<file path="src/rtl/bcd_display_scanner.sv">
// bcd_display_scanner: time-multiplexes four BCD digits onto a shared 7-segment bus.
// Digits are captured on update into a shadow register and scanned PRESCALE cycles each.
module bcd_display_scanner #(
    parameter int PRESCALE = 4
) (
    input  logic        clk,
    input  logic        reset,
    input  logic        enable,
    input  logic        update,
    input  logic [15:0] digits_in,
    input  logic [3:0]  dp_sel,
    input  logic        blank_lz,
    output logic [3:0]  an,
    output logic [6:0]  seg,
    output logic        dp,
    output logic        frame_done,
    output logic        invalid
);
    localparam int CW = (PRESCALE > 1) ? $clog2(PRESCALE) : 1;
    localparam logic [CW-1:0] LAST = CW'(PRESCALE - 1);

    logic [15:0]   shadow_q;
    logic [3:0]    dp_shadow_q;
    logic [CW-1:0] cnt_q;
    logic [1:0]    idx_q;
    logic [3:0]    an_q;
    logic [6:0]    seg_q;
    logic          dp_q;
    logic          frame_done_q;

    logic          wrap;
    logic [3:0]    nib;
    logic [3:0]    lz;
    logic [6:0]    glyph;
    logic [3:0]    an_d;
    logic [6:0]    seg_d;

    always_comb begin
        wrap  = cnt_q == LAST;
        nib   = shadow_q[{idx_q, 2'b00} +: 4];
        // lz[k]: nibble k and everything above it are zero; digit 0 is never blanked
        lz[3] = shadow_q[15:12] == 4'd0;
        lz[2] = lz[3] && shadow_q[11:8] == 4'd0;
        lz[1] = lz[2] && shadow_q[7:4] == 4'd0;
        lz[0] = 1'b0;
        case (nib)
            4'd0:    glyph = 7'h3F;
            4'd1:    glyph = 7'h06;
            4'd2:    glyph = 7'h5B;
            4'd3:    glyph = 7'h4F;
            4'd4:    glyph = 7'h66;
            4'd5:    glyph = 7'h6D;
            4'd6:    glyph = 7'h7D;
            4'd7:    glyph = 7'h07;
            4'd8:    glyph = 7'h7F;
            4'd9:    glyph = 7'h6F;
            default: glyph = 7'h40;
        endcase
        an_d  = 4'b0001 << idx_q;
        seg_d = (blank_lz && lz[idx_q]) ? 7'h00 : glyph;
    end

    always_ff @(posedge clk or posedge reset) begin
        if (reset) begin
            shadow_q     <= '0;
            dp_shadow_q  <= '0;
            cnt_q        <= '0;
            idx_q        <= '0;
            an_q         <= '0;
            seg_q        <= '0;
            dp_q         <= 1'b0;
            frame_done_q <= 1'b0;
        end else begin
            if (update) begin
                shadow_q    <= digits_in;
                dp_shadow_q <= dp_sel;
            end
            if (enable) begin
                cnt_q <= wrap ? '0 : cnt_q + 1'b1;
                if (wrap)
                    idx_q <= idx_q + 2'd1;
            end
            an_q         <= enable ? an_d : 4'b0000;
            seg_q        <= enable ? seg_d : 7'h00;
            dp_q         <= enable && dp_shadow_q[idx_q];
            frame_done_q <= enable && wrap && idx_q == 2'd3;
        end
    end

    assign an         = an_q;
    assign seg        = seg_q;
    assign dp         = dp_q;
    assign frame_done = frame_done_q;
    assign invalid    = (shadow_q[3:0] > 4'd9) || (shadow_q[7:4] > 4'd9) ||
                        (shadow_q[11:8] > 4'd9) || (shadow_q[15:12] > 4'd9);
endmodule

</file>
<file path="config.mk">
export PLATFORM = sky130hd
export DESIGN_NAME = bcd_display_scanner
export DESIGN_NICKNAME = d
export VERILOG_FILES = /design/src/rtl/bcd_display_scanner.sv
export SDC_FILE = /design/constraint.sdc
export NUM_CORES = 1
export LEC_CHECK = 0
export CAP_MARGIN = 20
export CORE_UTILIZATION = 52
export CTS_BUF_LIST = sky130_fd_sc_hd__clkbuf_8
export DETAILED_ROUTE_END_ITERATION = 8
export GPL_TIMING_DRIVEN = 0
export PLACE_DENSITY = 0.86
export SYNTH_ARGS = -nofsm -noshare
export SYNTH_HDL_FRONTEND = slang
export SYNTH_SLANG_ARGS = --single-unit
</file>
<file path="constraint.sdc">
create_clock -name clk -period 2.64 [get_ports clk]
set_input_delay 0.264 -clock clk [delete_from_list [all_inputs] [get_ports clk]]
set_output_delay 0.264 -clock clk [all_outputs]
set_load 0.02 [all_outputs]
</file>
==> key figures <==
Detailed routing
  • ANT nets after route: 0
  • DR iter-0 viols: 18
  • DR vias/cell: between 5 and 6
  • DR WL/cell: 14.48 um
  • Vias: between 1000 and 1500
  • Drt total wl: 3.257 mm
  • DRC errors left: 0
  • Router iterations before antenna repair: 4

STA
  • RSZ-0062 raised after global routing: false
  • Final Cycle Share: 0.8355
  • Worst Slack Setup Final: roughly 430 ps
  • Worst-margin pin slew: around 580 ps
  • FMAX: 453.4 MHz
  • Final Hold Vio Count: 0
  • Setup violations, final: 0
  • Setup_tns: 0 ps
  • Max Slew Vio Count: 0
  • WHS: 298.7 ps
  • Slew margin rel.: 0.6149
  • Clock Skews: about 6.3 ps
  • Minimum clock period: 2206 ps

Place
  • Pre-CTS setup slack: about 450 ps
  • IO buf count: 37
  • Placed cells: 217
  • DP HPWL: between 2 and 2.5 mm
  • GP Congestion: 0.8189

Global routing
  • Vias in the first global route: between 1000 and 1500
  • First-pass GRT wire length: 5.506 mm
  • Gr usage total: 0.2161
  • Overflow left after global routing: 0
  • Pin count of the biggest net entering global routing: 27
  • Initial antenna violation count: 0

Yosys
  • #FFs+latches synth: 37
  • Cell Area, Synth: between 0.0015 and 0.002 sq mm
  • Sequential element share of the synthesized area: 0.5193
  • Top FF cell, synth: dfrtp_1
  • Mapped Nets: 170
  • Synth unique cells: 29
  • EDFF count, synth: 0
  • Syn avg cell area: 13.21 sq um
  • Syn. warnings: 0
  • FFs w/ async S/R, synth: 1.000
  • Cells after Synth: 135

Cells and area
  • N_diodes: 0
  • Ratio of cells with drive above 1 in the final layout: 0.2044
  • Number of fill cells in the layout: 229
  • Nets: approximately 220
  • Multi-input gate area: 789.5 sq um
  • Area Overhead vs Synth: 30.32%
  • Commonest cells after routing, fill and taps aside: dfrtp_1, clkdlybuf4s50_1, mux2_2
  • Register Area: 925.9 sq um
  • Final non-filler cell total: roughly 230

Run status
  • Outcome: finished, final reports clean

Worst setup path
  • Crit end category: flip-flop
  • CP Class: reg2reg
  • Crit-path max FO: 9
  • Crit path launch type: flip-flop
  • Arr. time, crit path: 2420 ps
  • Worst EP required: 2850 ps

Pwr
  • Leakage: 1.012 nW
  • Total Power: 2.079 mW
  • Cell Pwr Density: roughly 890 mW/mm^2
  • Max VDD drop: 0.4386 mV

Floorplanning
  • Chip width: 60.56 um
  • Row cnt: 20
  • Die Area: 0.003667 sq mm
  • Total core area: 0.003153 sq mm
  • Die Y: between 60 and 70 um
  • Io pins: 39
  • Initial core utilization: 0.5655

Clocking
  • CTS clock-pin slew for the worst setup and hold paths: roughly 70 ps
  • CTS Hold Buffers Added: 0
  • Clk root buf: clkbuf_8
  • H-Tree Depth: 2
  • CTS tree: built
  • Clock sink count: 37
  • Post-CTS sizing: 0
  • Setup Buffers After CTS: 0
  • Total CTS buffers: 5
  • Bufs on Longest Clock Path: 2
  • Clk Latency, worst-skew pair: 300 ps

Worst hold path
  • Hold crit path type: in2async

Job
  • Max Cap Viol: 0
synth_stat cells (2+ instances only):
library cell | number | area share
nor3b_1 | 4 | 0.017
mux2i_1 | 2 | 0.011
nor2_1 | 7 | 0.015
nand2_1 | 3 | 0.0063
buf_6 | 2 | 0.013
and2_1 | 6 | 0.021
o21ai_0 | 6 | 0.017
mux2_2 | 22 | 0.14
mux4_2 | 2 | 0.025
dfrtp_1 | 37 | 0.52
ha_1 | 10 | 0.070
inv_1 | 8 | 0.017
a21oi_1 | 3 | 0.0084
nor4_1 | 3 | 0.011
clkbuf_1 | 4 | 0.0084
mux4_1 | 3 | 0.044
metrics by stage:
| stage | area [sq um] | utilization |
|---|---|---|
| final | 2323 | 0.7369 |
| after global routing | 2323 | 0.7369 |
| after CTS | 2323 | 0.7369 |
| after floorplan | 1783 | - |
| after detailed placement | 2236 | 0.7091 |
| after global placement | 2208 | 0.7004 |
worst max-delay path, stage by stage, from the launching register on:
cell      delay [ps]
dfrtp_1          400
buf_6            170
mux4_1           690
inv_1            150
ha_1             180
nor2_1            50
a211o_2          310
a211oi_2         170
logic make-up (layout without fill, tap and decap cells):
| logic type | after synthesis | after routing | share of synthesized area |
|---|---|---|---|
| compound gates | 14 | 14 | 0.05053 |
| xor+xnor | 1 | 1 | 0.004913 |
| fa+ha+maj | 10 | 10 | 0.07018 |
| buf+inv | 14 | 60 | 0.03789 |
| flops | 37 | 37 | 0.5193 |
| mux | 29 | 29 | 0.2197 |
| simple gates | 30 | 30 | 0.09755 |
final timing paths:
check,from,end,slack (ps),cells after the start
hold / removal,reset,an[1],300,2
hold reg to reg,dp_shadow_q[2],dp_shadow_q[2],510,1
max in group asynchronous,reset,shadow_q[13],1840,3
setup reg to reg,idx_q[0],seg[5],430,7
min in group clk,dp_shadow_q[2],dp_shadow_q[2],510,1
setup / recovery,idx_q[0],seg[5],430,7
power by group:
| group | switching (mW) | total, mW | internal [mW] |
|---|---|---|---|
| Sequential | 0.0694 | 0.763 | 0.694 |
| Clock | 0.202 | 0.384 | 0.182 |
| Combinational | 0.457 | 0.932 | 0.475 |
cell type report:
class / count / share of cell area
Timing Repair Buffer: 38 / 0.1712
Clock buffer: 5 / 0.02962
Tap cell: 44 / 0.02369
Clock inverter: 3 / 0.008078
Sequential cell: 37 / 0.3985
Multi-Input combinational cell: 84 / 0.3398
Buffer: 6 / 0.01616
Inverter: 8 / 0.01292
layer usage:
metal,share of wire,vias up,global-route usage
met5,0,-,0
met4,0.021,0,0.09740
met3,0.051,7,0.07889
met2,0.51,42,0.3673
met1,0.42,563,0.2440
li1,-,562,-
sequential cells by signal, indices dropped and copies added, names as in the netlist:
| signal | flops |
|---|---|
| shadow_q | 16 |
| dp_shadow_q | 4 |
| an | 4 |
| dp | 1 |
| idx_q | 2 |
| seg | 7 |
| frame_done | 1 |
| cnt_q | 2 |
Note: power is estimated with default switching activity, not from simulation.
==> patch 1 (same flow settings) <==
Change the parameter `PRESCALE` from 4 to 8.
--- a/src/rtl/bcd_display_scanner.sv
+++ b/src/rtl/bcd_display_scanner.sv
@@ -3,3 +3,3 @@
 module bcd_display_scanner #(
-    parameter int PRESCALE = 4
+    parameter int PRESCALE = 8
 ) (
Behaviour: not the same (Yosys sat finds a counterexample within 10 cycles, from zero or initial values and one cycle with reset high).
==> patch 1 against the original RTL <==
Power grew 1.0%. Sequential share of layout area increased by 0.36 points. Final cell count rose by 2.7%. Global-route usage increased by 0.53 points. Largest cell class unchanged. Sequential cell count is 1 higher. Cell area rose by 1.8%. Worst setup slack got worse by 0.015 ns. Routed wire length up 6.4%. Area after synthesis up 3.2%. Highest routed layer unchanged. Clock power down 4%.
==> patch 1: results (changes against the original RTL) <==
worst-margin pin slew: 0.6522 ns (was 0.5777 ns)
Post-synth top cells: dfrtp_1, mux2_2, ha_1, inv_1, nor2_1 (unchanged)
GRT met3 Usage: 0.04832 (was 0.07889)
dpl hpwl: 2643 um (was 2433 um)
CTS Root Cell: clkbuf_8 (unchanged)
Fin Clk Skew: 0.005490 ns (was 0.006256 ns)
initial DRC count: 69 (was 18)
status: finished, final reports clean (unchanged)
Yosys cell types: 28 (was 29)
Worst-Skew Late Latency: 0.29 ns
WL per Instance: 15.00 um (was 14.48 um)
Peak VDD IR: 448.3 uV (was 438.6 uV)
Tot GR Track Use: 0.2214 (was 0.2161)
Primary FF master, synth: dfrtp_1 (unchanged)
post-CTS setup buffers: 0 (unchanged)
clk slew on worst S/H paths: 0.07 ns (about the same)
Metal-1 WL: 1376 um (was 1358 um)
met1 Use GR: 0.2445 (was 0.2440)
metal2 WL: 1830 um (was 1660 um)
Initial DRT Pass Iterations: 5 (was 4)
first-pass GRT wire length: 5768 um (was 5506 um)
Internal Power: 0.001369 W (was 0.001351 W)
Leak Pwr: 1.035 nW (was 1.012 nW)
Worst Setup SP: idx_q[0] (unchanged)
CTS Buffer Depth: 2 (unchanged)
Nets: 221 (was 215)
Mapped Nets: 177 (was 170)
Gate power share: 0.452 (was 0.448)
register share of total power: 0.374 (was 0.367)
share of cells above drive strength 1: 0.2054 (was 0.2044)
Cells after Synth: 141 (was 135)
initial antenna violation count: 0 (unchanged)
CP max FO: 9 (unchanged)
H-tree levels: 2 (unchanged)
sequential area share after synthesis: 0.5167 (was 0.5193)
GPL Wtd Cong: 0.8101 (was 0.8189)
# port buffers: 36 (was 37)
largest cells by area after synthesis: dfrtp_1, mux2_2, ha_1, mux4_1, mux4_2 (unchanged)
met2 Use GR: 0.3794 (was 0.3673)
pin count of the biggest net entering global routing: 24 (was 27)
synth warn: 0 (unchanged)
FF-to-FF End: seg[5] (unchanged)
vias in the first global route: 1263 (was 1206)
Net Switching: 0.0007312 W (was 0.0007290 W)
metal3 WL: 159 um (was 167 um)
Top delay family on crit path: multiplexers (unchanged)
post-DR vias/cell: 5.437 (was 5.218)
-- patch 1: cell type report --
class | instances | area [um^2]
plain buffers | 7 | 41.29
clock buffers | 5 | 68.82
clock inverters | 2 | 10.01
fillers | 247 | 998.5
inverters | 9 | 33.78
multi-input cells | 87 | 814.5
flip-flops and latches | 38 | 950.9
well taps | 46 | 57.56
repair buffers | 37 | 387.9
-- patch 1: how the worst max path moves through the flow --
stage	to	slack (ns)	depth (start not counted)
2_1_floorplan	seg[5]	0.61	7
3_3_place_gp	seg[5]	0.49	7
3_5_place_dp	seg[5]	0.43	7
4_1_cts	seg[5]	0.40	7
5_1_grt	seg[5]	0.26	7
6_report	seg[5]	0.42	7
-- patch 1: cells by family (layout without fill, tap and decap cells) --
kind of cell | count (synthesis) | after routing | share of synthesized area
xor gates and xnor gates | 1 | 1 | 0.004760
buffers and inverters | 16 | 60 | 0.04079
DFF | 38 | 38 | 0.5167
and+or+nand+nor | 31 | 31 | 0.09586
muxes | 30 | 30 | 0.2189
adders and majority gates | 11 | 11 | 0.07478
AOI/OAI and AO/OA | 14 | 14 | 0.04827
-- patch 1: stage by stage --
stage / cell area, um^2 / worst slack, ns / hold slack, ns / instances / util
5_1_grt: 2365 / 0.2592 / 0.4232 / 231 / 0.7031
6_report: 2365 / 0.4197 / 0.3543 / 231 / 0.7031
2_1_floorplan: 1841 / 0.6094 / 0.4157 / 141 / -
3_5_place_dp: 2286 / 0.4298 / 0.4952 / 224 / 0.6797
4_1_cts: 2365 / 0.3959 / 0.3656 / 231 / 0.7031
3_3_place_gp: 2258 / 0.4917 / 0.4850 / 223 / 0.6715
==> patch 2 (config.mk and constraints unchanged) <==
Made on the original files. Reset style: synchronous (`reset`), changed in one clocked block.
--- a/src/rtl/bcd_display_scanner.sv
+++ b/src/rtl/bcd_display_scanner.sv
@@ -62,3 +62,3 @@
 
-    always_ff @(posedge clk or posedge reset) begin
+    always_ff @(posedge clk) begin
         if (reset) begin
Check against the original RTL: differs if reset is asserted again (counterexample within 4 cycles, from zero or initial values and one cycle with reset high); with reset held inactive, the same outputs for 10 cycles.
==> patch 2 against the original RTL <==
The run now ends with DRC left. Sequential cell count unchanged. Worst setup slack improved by 0.12 ns. Global-route usage increased by 0.62 points. Cell area decreased by 8.9%. Count of clock-buffer cells in the layout increased by 1. First-iteration DRC count increased by 78%. Synthesized cell count increased by 16%. Routed wire length decreased by 1.7%. Area after synthesis decreased by 10%. Largest cell class is now multi-input gates.
Power is not compared: it rests on default switching activity, and its combinational part moved more than twofold at a synthesized area within 25%.
==> patch 2: results (changes against the original RTL) <==
status: finished with violations (was finished, final reports clean)
violated checks: DRC
via count: 1258 (was 1174)
Adder-Cell Fraction of Synth Area: 0.06255 (was 0.07018)
# port buffers: 36 (was 37)
dpl hpwl: 2440 um (was 2433 um)
met1 Use GR: 0.2435 (was 0.2440)
Mapped Nets: 190 (was 170)
number of remaining DRC errors: 4 (was 0)
WL per Instance: 13.80 um (was 14.48 um)
GPL Wtd Cong: 0.8222 (was 0.8189)
CP max stage delay: 0.62 ns (was 0.69 ns)
CP max FO: 10 (was 9)
fin crit share: 0.7905 (was 0.8355)
share of cells above drive strength 1: 0.06965 (was 0.2044)
Worst R2R Path Depth: 8 (was 7)
pin count of the biggest net entering global routing: 12 (was 27)
r2r startpoint: idx_q[0] (unchanged)
Area Overhead vs Synth: 32.21% (was 30.32%)
sequential area share after synthesis: 0.4629 (was 0.5193)
vias in the first global route: 1232 (was 1206)
initial DRC count: 32 (was 18)
dpl ws: 0.5899 ns (was 0.4461 ns)
Fin Clk Skew: 0.004664 ns (was 0.006256 ns)
compound-gate portion of the synthesized area: 0.05786 (was 0.05053)
XOR/XNOR Fraction of Synth Area: 0.005473 (was 0.004912)
arrival time worst endpoint: 2.30 ns (was 2.42 ns)
post-synthesis mux area share: 0.2244 (was 0.2196)
post-placement cell count: 224 (was 217)
Tot GR Track Use: 0.2223 (was 0.2161)
first-pass GRT wire length: 5457 um (was 5506 um)
Initial DRT Pass Iterations: 6 (was 4)
met2 Use GR: 0.3754 (was 0.3673)
Filler Cell Count: 209 (was 229)
Cells after Synth: 157 (was 135)
Fin Hold WS: 0.3236 ns (was 0.2987 ns)
Post-synth top cells: dfxtp_1, nor2_1, mux2i_1, a21oi_1, ha_1 (was dfrtp_1, mux2_2, ha_1, inv_1, nor2_1)
Area after DPL: 0.001999 mm^2 (was 0.002236 mm^2)
ys async rst share: 0 (was 1.000)
-- patch 2: cell count changes after synthesis, sizes merged, moves of 2 or more --
cell,unedited run,this run
mux2i,2,22
nor3b,4,1
and2,6,1
inv,8,4
nor2,7,30
dfrtp,37,0
ha,10,8
nand2b,1,3
nand2,3,7
dfxtp,0,37
mux2,22,1
a21oi,3,10
nor2b,0,2
-- patch 2: where the power goes --
part	leakage [nW]	internal (W)	switching, W
Sequential	0.304	0.000588	0.0000197
Clock	0.0626	0.000304	0.000189
Combinational	0.544	0.0000945	0.0000802
-- patch 2: area by class of cell --
cell class | instances | area share
Buffer | 7 | 0.01656
Clock buffer | 6 | 0.03903
Sequential cell | 37 | 0.3501
Multi-Input combinational cell | 109 | 0.3826
Tap cell | 31 | 0.01833
Clock inverter | 2 | 0.01597
Inverter | 4 | 0.007096
Timing Repair Buffer | 36 | 0.1703
-- patch 2: routing by layer --
layer  part of all wire  vias up
met5                  0        -
met4             0.0072        0
met3              0.041        2
met2               0.53       32
met1               0.42      595
li1                   -      629
